==> src/rtl/id_ex_pipe_reg.sv <==
// ---------------------------------------------------------------------------
// id_ex_pipe_reg
//
// ID->EX pipeline register of the 5-stage MIPS core. Each rising CLK edge it
// captures the main-decoder control bundle and the decode-stage data
// (register read data, specifiers, sign-extended immediate, PC+4) and
// presents the registered copy to the execute stage.
//
// Per-edge priority: Flush_E > Stall_E > load.
//   Flush_E=1            : every E-stage field and Valid_E become 0 (bubble).
//   Flush_E=0, Stall_E=1 : every E-stage field and Valid_E are held.
//   both 0               : fields load from _D, Valid_E <= Valid_D; control
//                          bits (including ALUOp) are forced to 0 when
//                          Valid_D=0 so an invalid slot can never write state.
// RST is asynchronous and active-low; it clears every register at once.
// All outputs come straight from flops (no combinational _D -> _E path).
//
// Ports
//   CLK, RST                        clock, async active-low reset
//   Stall_E, Flush_E                hazard-unit hold / bubble requests
//   Valid_D                         decode slot holds a real instruction
//   Jump_D .. RegWrite_D, ALUOp_D   main-decoder control bundle
//   RD1_D, RD2_D, SignImm_D,
//   PCPlus4_D, Rs_D, Rt_D, Rd_D     decode-stage data
//   <name>_E, Valid_E               registered copies for EX
//
// Optional feature, macro ID_EX_PERF_CNT_EN:
//   adds parameter CNT_WIDTH and ports Clr_Cnt (in), Bubble_Cnt and
//   Stall_Cnt (out). Bubble_Cnt counts flush edges, Stall_Cnt counts
//   stall-without-flush edges; both saturate at all-ones and Clr_Cnt zeroes
//   them on the next edge, taking precedence over any increment.
// ---------------------------------------------------------------------------
module id_ex_pipe_reg #(
    parameter int DATA_WIDTH     = 32,
    parameter int REG_ADDR_WIDTH = 5,
    parameter int ALU_OP_WIDTH   = 2
`ifdef ID_EX_PERF_CNT_EN
   ,parameter int CNT_WIDTH      = 16
`endif
) (
    input  logic                      CLK,
    input  logic                      RST,
    input  logic                      Stall_E,
    input  logic                      Flush_E,
    input  logic                      Valid_D,
    input  logic                      Jump_D,
    input  logic                      MemtoReg_D,
    input  logic                      MemWrite_D,
    input  logic                      Branch_D,
    input  logic                      ALUSrc_D,
    input  logic                      RegDst_D,
    input  logic                      RegWrite_D,
    input  logic [ALU_OP_WIDTH-1:0]   ALUOp_D,
    input  logic [DATA_WIDTH-1:0]     RD1_D,
    input  logic [DATA_WIDTH-1:0]     RD2_D,
    input  logic [DATA_WIDTH-1:0]     SignImm_D,
    input  logic [DATA_WIDTH-1:0]     PCPlus4_D,
    input  logic [REG_ADDR_WIDTH-1:0] Rs_D,
    input  logic [REG_ADDR_WIDTH-1:0] Rt_D,
    input  logic [REG_ADDR_WIDTH-1:0] Rd_D,
    output logic                      Jump_E,
    output logic                      MemtoReg_E,
    output logic                      MemWrite_E,
    output logic                      Branch_E,
    output logic                      ALUSrc_E,
    output logic                      RegDst_E,
    output logic                      RegWrite_E,
    output logic [ALU_OP_WIDTH-1:0]   ALUOp_E,
    output logic [DATA_WIDTH-1:0]     RD1_E,
    output logic [DATA_WIDTH-1:0]     RD2_E,
    output logic [DATA_WIDTH-1:0]     SignImm_E,
    output logic [DATA_WIDTH-1:0]     PCPlus4_E,
    output logic [REG_ADDR_WIDTH-1:0] Rs_E,
    output logic [REG_ADDR_WIDTH-1:0] Rt_E,
    output logic [REG_ADDR_WIDTH-1:0] Rd_E,
    output logic                      Valid_E
`ifdef ID_EX_PERF_CNT_EN
   ,input  logic                      Clr_Cnt,
    output logic [CNT_WIDTH-1:0]      Bubble_Cnt,
    output logic [CNT_WIDTH-1:0]      Stall_Cnt
`endif
);

    // -----------------------------------------------------------------------
    // Pipeline state
    // -----------------------------------------------------------------------
    logic                      jump_q,      jump_d;
    logic                      memtoreg_q,  memtoreg_d;
    logic                      memwrite_q,  memwrite_d;
    logic                      branch_q,    branch_d;
    logic                      alusrc_q,    alusrc_d;
    logic                      regdst_q,    regdst_d;
    logic                      regwrite_q,  regwrite_d;
    logic [ALU_OP_WIDTH-1:0]   aluop_q,     aluop_d;
    logic [DATA_WIDTH-1:0]     rd1_q,       rd1_d;
    logic [DATA_WIDTH-1:0]     rd2_q,       rd2_d;
    logic [DATA_WIDTH-1:0]     signimm_q,   signimm_d;
    logic [DATA_WIDTH-1:0]     pcplus4_q,   pcplus4_d;
    logic [REG_ADDR_WIDTH-1:0] rs_q,        rs_d;
    logic [REG_ADDR_WIDTH-1:0] rt_q,        rt_d;
    logic [REG_ADDR_WIDTH-1:0] rd_q,        rd_d;
    logic                      valid_q,     valid_d;

    // -----------------------------------------------------------------------
    // Next-state selection: flush, else hold on stall, else load.
    // -----------------------------------------------------------------------
    always_comb begin
        // Default: hold (covers the stall case)
        jump_d     = jump_q;
        memtoreg_d = memtoreg_q;
        memwrite_d = memwrite_q;
        branch_d   = branch_q;
        alusrc_d   = alusrc_q;
        regdst_d   = regdst_q;
        regwrite_d = regwrite_q;
        aluop_d    = aluop_q;
        rd1_d      = rd1_q;
        rd2_d      = rd2_q;
        signimm_d  = signimm_q;
        pcplus4_d  = pcplus4_q;
        rs_d       = rs_q;
        rt_d       = rt_q;
        rd_d       = rd_q;
        valid_d    = valid_q;

        if (Flush_E) begin
            // Bubble: an all-zero control word is a NOP, data zeroed too.
            jump_d     = 1'b0;
            memtoreg_d = 1'b0;
            memwrite_d = 1'b0;
            branch_d   = 1'b0;
            alusrc_d   = 1'b0;
            regdst_d   = 1'b0;
            regwrite_d = 1'b0;
            aluop_d    = '0;
            rd1_d      = '0;
            rd2_d      = '0;
            signimm_d  = '0;
            pcplus4_d  = '0;
            rs_d       = '0;
            rt_d       = '0;
            rd_d       = '0;
            valid_d    = 1'b0;
        end else if (!Stall_E) begin
            // Control bits are qualified by Valid_D so that Valid_E=0 always
            // implies no architectural side effect in later stages.
            jump_d     = Jump_D     & Valid_D;
            memtoreg_d = MemtoReg_D & Valid_D;
            memwrite_d = MemWrite_D & Valid_D;
            branch_d   = Branch_D   & Valid_D;
            alusrc_d   = ALUSrc_D   & Valid_D;
            regdst_d   = RegDst_D   & Valid_D;
            regwrite_d = RegWrite_D & Valid_D;
            aluop_d    = Valid_D ? ALUOp_D : '0;
            // Data fields are captured regardless of validity.
            rd1_d      = RD1_D;
            rd2_d      = RD2_D;
            signimm_d  = SignImm_D;
            pcplus4_d  = PCPlus4_D;
            rs_d       = Rs_D;
            rt_d       = Rt_D;
            rd_d       = Rd_D;
            valid_d    = Valid_D;
        end
    end

    always_ff @(posedge CLK or negedge RST) begin
        if (!RST) begin
            jump_q     <= 1'b0;
            memtoreg_q <= 1'b0;
            memwrite_q <= 1'b0;
            branch_q   <= 1'b0;
            alusrc_q   <= 1'b0;
            regdst_q   <= 1'b0;
            regwrite_q <= 1'b0;
            aluop_q    <= '0;
            rd1_q      <= '0;
            rd2_q      <= '0;
            signimm_q  <= '0;
            pcplus4_q  <= '0;
            rs_q       <= '0;
            rt_q       <= '0;
            rd_q       <= '0;
            valid_q    <= 1'b0;
        end else begin
            jump_q     <= jump_d;
            memtoreg_q <= memtoreg_d;
            memwrite_q <= memwrite_d;
            branch_q   <= branch_d;
            alusrc_q   <= alusrc_d;
            regdst_q   <= regdst_d;
            regwrite_q <= regwrite_d;
            aluop_q    <= aluop_d;
            rd1_q      <= rd1_d;
            rd2_q      <= rd2_d;
            signimm_q  <= signimm_d;
            pcplus4_q  <= pcplus4_d;
            rs_q       <= rs_d;
            rt_q       <= rt_d;
            rd_q       <= rd_d;
            valid_q    <= valid_d;
        end
    end

    assign Jump_E     = jump_q;
    assign MemtoReg_E = memtoreg_q;
    assign MemWrite_E = memwrite_q;
    assign Branch_E   = branch_q;
    assign ALUSrc_E   = alusrc_q;
    assign RegDst_E   = regdst_q;
    assign RegWrite_E = regwrite_q;
    assign ALUOp_E    = aluop_q;
    assign RD1_E      = rd1_q;
    assign RD2_E      = rd2_q;
    assign SignImm_E  = signimm_q;
    assign PCPlus4_E  = pcplus4_q;
    assign Rs_E       = rs_q;
    assign Rt_E       = rt_q;
    assign Rd_E       = rd_q;
    assign Valid_E    = valid_q;

`ifdef ID_EX_PERF_CNT_EN
    // -----------------------------------------------------------------------
    // Hazard performance counters (saturating)
    // -----------------------------------------------------------------------
    localparam logic [CNT_WIDTH-1:0] CNT_ONE = {{(CNT_WIDTH-1){1'b0}}, 1'b1};

    logic [CNT_WIDTH-1:0] bubble_cnt_q, bubble_cnt_d;
    logic [CNT_WIDTH-1:0] stall_cnt_q,  stall_cnt_d;

    always_comb begin
        bubble_cnt_d = bubble_cnt_q;
        stall_cnt_d  = stall_cnt_q;
        if (Clr_Cnt) begin
            bubble_cnt_d = '0;
            stall_cnt_d  = '0;
        end else begin
            if (Flush_E && (bubble_cnt_q != '1))
                bubble_cnt_d = bubble_cnt_q + CNT_ONE;
            // A stall masked by a flush is counted as a bubble only.
            if (!Flush_E && Stall_E && (stall_cnt_q != '1))
                stall_cnt_d = stall_cnt_q + CNT_ONE;
        end
    end

    always_ff @(posedge CLK or negedge RST) begin
        if (!RST) begin
            bubble_cnt_q <= '0;
            stall_cnt_q  <= '0;
        end else begin
            bubble_cnt_q <= bubble_cnt_d;
            stall_cnt_q  <= stall_cnt_d;
        end
    end

    assign Bubble_Cnt = bubble_cnt_q;
    assign Stall_Cnt  = stall_cnt_q;
`endif

endmodule

==> config.mk <==
export PLATFORM = sky130hd
export DESIGN_NAME = id_ex_pipe_reg
export DESIGN_NICKNAME = d
export VERILOG_FILES = /design/src/rtl/id_ex_pipe_reg.sv
export SDC_FILE = /design/constraint.sdc
export NUM_CORES = 1
export LEC_CHECK = 0
export ABC_AREA = 0
export CORE_MARGIN = 1
export CORE_UTILIZATION = 44
export CTS_CLUSTER_DIAMETER = 80
export CTS_CLUSTER_SIZE = 8
export DETAILED_ROUTE_END_ITERATION = 8
export GPL_ROUTABILITY_DRIVEN = 0
export HOLD_SLACK_MARGIN = 0.12
export PLACE_DENSITY = 0.83
export SYNTH_ARGS = -nofsm -noshare
export SYNTH_HDL_FRONTEND = slang
export SYNTH_SLANG_ARGS = --single-unit
==> constraint.sdc <==
create_clock -name CLK -period 1.2 [get_ports CLK]
set_input_delay 0.24 -clock CLK [delete_from_list [all_inputs] [get_ports CLK]]
set_output_delay 0.24 -clock CLK [all_outputs]
set_load 0.005 [all_outputs]
== Yosys cells after proc, flatten, opt, wreduce, memory -nomap -nowiden ==
Cells that the tools add are included.
Cells by class
  $add $sub $neg: 0
  shift operators: 0
  reduce and logical (&&, ||, !) cells: 0
  mux-type cells: 33
  bitwise gates (word level): 7
  divide/modulo/power cells: 0
  magnitude comparators: 0
  multiply operators: 0
  equal/unequal tests: 1
Operator list (count)
  two-way mux 32 bit: 8
  two-way mux 5 bit: 6
  two-way mux 1 bit: 16
  bitwise AND 1 bit: 7
  two-way mux 2 bit: 3
  inequality test 2 x 1 -> 1 bit (second input constant): 1
Storage, ports and cells
  memories: 0
  bits of input ports: 157
  register bits after elaboration: 153
  word-level logic and storage cells: 57
  bits in read-only memories: 0
  bits in latches: 0
  RAM bits: 0

== Longest topological paths before layout ==
Gate-level depths: netlist of run 1.
  depth after elaboration: 3
  gate-level depth with buffers: 4
  depth with buffers taken out: 2

== Least setup slack after synthesis of run 1 ==
OpenSTA, ideal clock, no wires.
  path type: input -> register
  start: input port Flush_E
  end: register rd1_q[0], in the netlist RD1_E[0]
  slack: 0.274 ns
  cell stages on the path: 4
  required time: 1.079 ns
  buffers on the path: 3
  arrival time: 0.804 ns
  library setup time: 0.121 ns
  cells stage by stage: buf_2 buf_4 buf_2 nor2_1
Between the ends
  cells in the longest elaborated chain, start to end: 1
Ends and longest elaborated chain
  start, declared: RTL line 44  | input logic Flush_E,
  inequality test 2 x 1 -> 1 bit (no line) / two-way mux 32 bit (equally long branches)
  end signal, assigned: RTL line 194  | rd1_q <= rd1_d;
  end, declared: RTL line 95  | logic [DATA_WIDTH-1:0] rd1_q, rd1_d;
Parallel ways exist; a longest one is shown, timed or not.
A chain may end at the register's enable or synchronous reset.

== Worst setup path after layout of run 1 ==
  start: register pcplus4_q[8], in the netlist PCPlus4_E[8]
  end: output port PCPlus4_E[8]
RTL lines
  start, declared: RTL line 98  | logic [DATA_WIDTH-1:0] pcplus4_q, pcplus4_d;
  start signal, assigned: RTL line 197  | pcplus4_q <= pcplus4_d;
  end, declared: RTL line 72  | output logic [DATA_WIDTH-1:0] PCPlus4_E,
No word-level cell between the ends.

==> Implementation_results.wiki, run 1 <==
{| class="wikitable"
! Metric !! Value
|-
| DRC violation total after the first TritonRoute iteration || 247
|-
| Count of input and output buffers || 309
|-
| Required arrival time at the worst endpoint || about 960 ps
|-
| Net total in the final layout || 1,032
|-
| Logic depth of the worst setup path including buffers || 1
|-
| Slew @ Worst Pin || 428 ps
|-
| Standard cell core area || 13,900 µm²
|-
| #FFs+latches synth || 153
|-
| Hold crit path type || in2reg
|-
| PnR Total Power || about 13 mW
|-
| Portion of total power attributed to combinational logic || 15.4%
|-
| Estimated wirelength of the detail-placed design || 13.2 mm
|-
| Critical path buffers and inverters || 1
|-
| Worst setup path startpoint || PCPlus4_E[8]
|-
| PnR worst setup slack || 11.5 ps
|-
| Remaining max-slew budget at the tightest pin || a little under three quarters
|-
| Relative contribution of sequential cells to total power || 43.8%
|-
| Crit path largest cell delay || roughly 400 ps
|-
| Pin count of the biggest net entering global routing || 54
|-
| Post-synth design cell area || about 6300 µm²
|-
| Placed insts || 963
|-
| Combined global-route utilization of all metal layers || 24.4%
|-
| RSZ-0062 raised after global routing || true
|-
| DRC violations left || 0
|-
| Crit path cell chain || buf_2
|-
| R2R Setup Slk || 220 ps
|-
| Launching element type of the critical path || flip-flop
|-
| Crit-path max FO || 2
|-
| Number of buffers created by CTS || 17
|-
| Total power divided by cell area || 1290 nW/µm²
|-
| TritonCTS clock tree || done
|-
| Routed length per instance || between 15 and 20 µm
|-
| Number of failing hold endpoints at the final stage || 0
|-
| CTS Root Buffer Type || clkbuf_16
|-
| Wire length of the first global-routing pass || 27.1 mm
|-
| Post-Syn Nets || 644
|-
| Ratio of final minimum period to clock period || 99.0%
|-
| Clock power share || 40.8%
|-
| Post-layout utilization of the core || 71.3%
|-
| Internal power component || roughly 9.9 mW
|-
| Number of setup violations in the final report || 0
|-
| Place WS || -514 ps
|-
| Post-Syn Area per Cell || 12.9 µm²
|-
| Critical R2R Launch || RD2_E[31]
|-
| Nature of the critical path endpoint || primary output
|-
| Fin Clk Skew || 0 ps
|-
| Post-detailed-routing wire length || 18.0 mm
|-
| Area Growth Syn to Fin || 57.5%
|-
| Worst path slowest cell || dfrtp_1
|-
| Share of post-route cells with drive strength above 1 || 31.7%
|-
| Die boundary height || 121 µm
|-
| Clock Sinks || 153
|-
| Max Buffers Root-to-Sink || 2
|-
| Max-slew violations || 0
|-
| Sw power || slightly below 3 mW
|-
| Clock-pin slew of the registers on the worst-case setup and hold paths || roughly 60 ps
|-
| Number of antenna violations at the first check in global routing || 2
|-
| Critical path's top delay family || flip-flops
|-
| Depth of the most critical reg-to-reg path || 4
|-
| Portion of the post-synthesis area used by sequential elements || between 60% and 70%
|-
| Vias in the first global route || 5,295
|-
| Count of H-tree levels built during CTS || 4
|-
| Filler instances || 1,016
|-
| Drt via density || 4.86
|-
| Max-capacitance violation count || 0
|-
| Number of distinct library cells after synthesis || 13
|-
| Critical Path Sink || PCPlus4_E[8]
|-
| Sw Ratio || 22.8%
|-
| P_leak || between 5 and 6 nW
|-
| Initial Utilization || 45.3%
|-
| Count of standard-cell rows || 43
|-
| VDD IR max || 0.868 mV
|-
| Data arrival time of the worst path || roughly 950 ps
|-
| Commonest cells after routing, fill and taps aside || dfrtp_1 (153), clkdlybuf4s50_1 (153), buf_2 (150)
|-
| Worst setup path class || reg2out
|-
| Run status || completed
|-
| Later-pin clock latency in the skew report || 410 ps
|-
| Syn Inst Count || between 400 and 500
|-
| Number of nets with antenna violations after routing || 0
|-
| Total overflow reported by the global router || 0
|-
| Count of boundary I/O pins || 310
|-
| Number of detailed-routing iterations run before antenna repair || 5
|-
| Maximum clock rate || 841 MHz
|-
| Crit Reg-Reg Endpoint || RD2_E[31]
|-
| Via count || 5,190
|-
| Number of warnings reported in the yosys synthesis log || 0
|-
| Non-filler cells, final || 1,069
|-
| Minimum period implied by the final worst setup slack || 1190 ps
|-
| Width of the die || 121 µm
|-
| Area enclosed by the die boundary || 14,800 µm²
|}
-- routing by layer --
metal | global-route usage [%] | part of all wire (%) | vias up
li1 | - | - | 2412
met1 | 26.2 | 36 | 2518
met2 | 43.4 | 53 | 224
met3 | 7.71 | 7.7 | 36
met4 | 11.3 | 2.6 | 0
met5 | 0 | 0 | -
-- synth_stat cells --
library cell    n  share of area (%)
inv_2           1              0.060
dfrtp_1       153                 61
a32o_1          9                1.4
buf_8          10                2.4
nor2_1        144                8.6
buf_6           1               0.18
buf_1           9               0.54
buf_4           1               0.12
buf_12          6                1.9
buf_2           7               0.56
nor2b_4         1               0.22
nor2b_1         1               0.10
mux2i_1       144                 23
-- layout make-up --
class                      instances  area [µm²]  area share [%]
sequential                       153        3830            38.7
antenna                            2        5.00          0.0506
clock inverter                     8        93.8           0.948
clock buffer                      23         488            4.93
timing repair buffer             403        3160            31.9
tap                              180         225            2.28
multi-input combinational        299        2090            21.2
inverter                           1        3.75          0.0379
-- how the worst min path moves through the flow --
stage	start	end	cells after the start
floorplan	RST	ALUOp_E[0]	0
global placement	RST	RD2_E[22]	1
detailed placement	RST	RD2_E[23]	1
CTS	Stall_E	RD1_E[6]	3
global route	Stall_E	SignImm_E[30]	3
finish	Stall_E	RD1_E[6]	3
-- state kept, by name, summed over array words and instances (netlist names), 2 cells and up --
signal     flops
Rt_E           5
RD2_E         32
ALUOp_E        2
RD1_E         32
SignImm_E     32
PCPlus4_E     32
Rs_E           5
Rd_E           5
-- logic make-up (layout without fill, tap and decap cells) --
| family | Yosys count | count (layout) | share of synthesized area (%) |
|---|---|---|---|
| other | 0 | 2 | 0 |
| muxes | 144 | 144 | 22.9 |
| and+or+nand+nor | 146 | 146 | 8.92 |
| buffers and inverters | 35 | 435 | 5.76 |
| AOI/OAI and AO/OA | 9 | 9 | 1.43 |
| DFF | 153 | 153 | 60.9 |
-- metrics by stage --
| stage | instance area [µm²] | setup TNS (ps) | hold WS [ps] |
|---|---|---|---|
| 6_report | 9900 | 0 | 254 |
| 5_1_grt | 9900 | -451 | 256 |
| 4_1_cts | 9660 | -21.1 | 242 |
| 3_5_place_dp | 9500 | -4530 | 170 |
| 3_3_place_gp | 9500 | -3920 | 171 |
| 2_1_floorplan | 6280 | 0 | -55.6 |
-- repair_timing --
action | CTS | global route
resized for setup | 600 | 5
buffers inserted | 44 | 28
endpoints found under the setup margin | 162 | 60
hold buffers | 1 | 0
hold endpoints to repair | 153 | 0
-- power groups by stage --
stage	logic [mW]	registers (mW)	clock network, mW
6_report	1.97	5.59	5.21
4_1_cts	1.91	5.59	5.30
3_5_place_dp	2.05	5.70	0
2_1_floorplan	0.694	5.71	0
5_1_grt	2.13	5.62	5.53
3_3_place_gp	2.00	5.68	0
Power figures use the tool's default switching activity.
==> run 2, diff against run 1 <==
==> constraint.sdc (replaced) <==
create_clock -name CLK -period 1.2 [get_ports CLK]
set_input_delay 0.24 -clock CLK [delete_from_list [all_inputs] [get_ports CLK]]
set_output_delay 0.24 -clock CLK [all_outputs]
set_load 0.02 [all_outputs]
==> Implementation_results.wiki, run 2 (same netlist as run 1, synthesis figures left out) <==
{| class="wikitable"
! Metric !! Value
|-
| Crit path cell chain || buf_6
|-
| Most common cell after layout, fill and taps aside || buf_6
|-
| Total power divided by cell area || 1280 nW/µm²
|-
| Maximum clock rate || 826 MHz
|-
| Place WS || -494 ps
|-
| Launching element type of the critical path || flip-flop
|-
| Ratio of final minimum period to clock period || 101%
|-
| Non-filler cells, final || between 1,000 and 1,500
|-
| Number of nets with antenna violations after routing || 0
|-
| Fin Clk Skew || 0 ps
|-
| Remaining max-slew budget at the tightest pin || 71.3%
|-
| Commonest cells after routing, fill and taps aside || buf_6 (154), dfrtp_1 (153), clkdlybuf4s50_1 (153)
|-
| Multi-input combinational cell area || 2090 µm²
|-
| Standard cell core area || 13,900 µm²
|-
| Wire length of the first global-routing pass || 28.7 mm
|-
| Number of antenna violations at the first check in global routing || 2
|-
| Drt via density || 4.93
|-
| Later-pin clock latency in the skew report || 420 ps
|-
| Max Buffers Root-to-Sink || 2
|-
| Net total in the final layout || 1,044
|-
| Nature of the critical path endpoint || primary output
|-
| Crit path largest cell delay || 410 ps
|-
| DRC violation total after the first TritonRoute iteration || 230
|-
| Number of failing hold endpoints at the final stage || 0
|-
| Combined global-route utilization of all metal layers || 26.0%
|-
| Final-layout setup total negative slack || -52.1 ps
|-
| Violated checks || setup timing
|-
| Critical R2R Launch || ALUSrc_E
|-
| Width of the die || 121 µm
|-
| Number of buffers created by CTS || 17
|-
| Die boundary height || 121 µm
|-
| Count of H-tree levels built during CTS || 4
|-
| Clock Sinks || 153
|-
| Max-capacitance violation count || 0
|-
| Run status || finished, violations left
|-
| Via count || 5,323
|-
| Initial Utilization || 45.3%
|-
| Count of boundary I/O pins || 310
|-
| Critical path's top delay family || flip-flops
|-
| R2R Setup Slk || roughly 140 ps
|-
| Filler instances || 798
|-
| VDD IR max || between 0.8 and 0.9 mV
|-
| Post-detailed-routing wire length || 19.4 mm
|-
| Estimated wirelength of the detail-placed design || between 10 and 15 mm
|-
| Placed insts || 969
|-
| Vias in the first global route || 5,478
|-
| RSZ-0062 raised after global routing || true
|-
| Area enclosed by the die boundary || 14,800 µm²
|-
| Post-detailed-placement cell area || between 9000 and 10,000 µm²
|-
| CTS Root Buffer Type || clkbuf_16
|-
| Worst setup path startpoint || RD1_E[1]
|-
| TritonCTS clock tree || done
|-
| Clock-pin slew of the registers on the worst-case setup and hold paths || 60 ps
|-
| DRC violations left || 0
|-
| Routed length per instance || 17.9 µm
|-
| Number of detailed-routing iterations run before antenna repair || 4
|-
| Area Growth Syn to Fin || 75.1%
|-
| Max-slew violations || 0
|-
| Share of post-route cells with drive strength above 1 || 32.4%
|-
| Slew @ Worst Pin || roughly 430 ps
|-
| Pin count of the biggest net entering global routing || 47
|-
| Total overflow reported by the global router || 0
|-
| Worst path slowest cell || dfrtp_1
|-
| Count of input and output buffers || 309
|-
| Count of standard-cell rows || 43
|-
| Crit-path max FO || 2
|-
| Hold crit path type || in2async
|-
| Number of setup violations in the final report || 13
|-
| Data arrival time of the worst path || 970 ps
|-
| PnR worst setup slack || -10.1 ps
|-
| Critical path buffers and inverters || 1
|-
| Required arrival time at the worst endpoint || 960 ps
|-
| Worst setup path class || reg2out
|-
| P_leak || 5.64 nW
|-
| Post-layout instance area || roughly 11,000 µm²
|-
| Register area || 3830 µm²
|-
| Minimum period implied by the final worst setup slack || ~1200 ps
|}
[run 2: cell count changes in the layout (fill, tap and decap cells not counted)]
| cell | previous run | this run |
|---|---|---|
| clkinvlp_4 | 0 | 1 |
| bufinv_16 | 2 | 5 |
| buf_6 | 4 | 154 |
| buf_2 | 150 | 0 |
| buf_12 | 8 | 11 |
| clkbuf_8 | 5 | 2 |
| clkbuf_1 | 2 | 3 |
| clkinv_2 | 5 | 3 |
| clkinv_4 | 1 | 0 |
| buf_4 | 86 | 95 |
[run 2: final timing paths]
| path | cells after the start | to |
|---|---|---|
| setup / recovery | 1 | RD1_E[1] |
| hold / removal | 2 | RD2_E[23] |
| setup reg to reg | 4 | ALUSrc_E |
| hold reg to reg | 1 | RegWrite_E |
| max in group asynchronous | 3 | Jump_E |
| min in group CLK | 3 | Rd_E[4] |
[run 2: power breakdown]
group	internal [mW]	switching, mW	total, mW
sequential	5.45	0.220	5.67
combinational	1.53	1.17	2.71
clock	3.71	2.00	5.71
total	10.7	3.40	14.1
[run 2: metal layers]
metal	GRT usage (%)	part of all wire [%]	vias to the layer above
li1	-	-	2432
met1	27.7	37	2592
met2	46.1	52	245
met3	8.36	7.3	54
met4	12.7	3.5	0
met5	0	0	-
[run 2: cell type report]
type,instances,share of cell area (%)
sequential,153,34.8
multi-input combinational,299,19.0
clock inverter,9,1.57
tap,180,2.05
inverter,1,0.0341
clock buffer,21,4.09
timing repair buffer,415,38.4
antenna,2,0.0455
[run 2: stage by stage]
| step | hold WS (ps) | util (%) | power (mW) |
|---|---|---|---|
| final | 264 | 79.3 | 14.1 |
| after detailed placement | 140 | 69.0 | 8.12 |
| after CTS | 268 | 76.8 | 14.0 |
| after floorplan | -55.6 | - | 6.73 |
| after global placement | 139 | 69.0 | 8.04 |
| after global routing | 276 | 79.3 | 14.6 |
[run 2: what timing repair did]
| action | in CTS | in global routing |
|---|---|---|
| setup buffers | 37 | 41 |
| endpoints found under the hold margin | 153 | 0 |
| hold buffers | 1 | 0 |
| resized for setup | 899 | 11 |
| endpoints found under the setup margin | 162 | 149 |
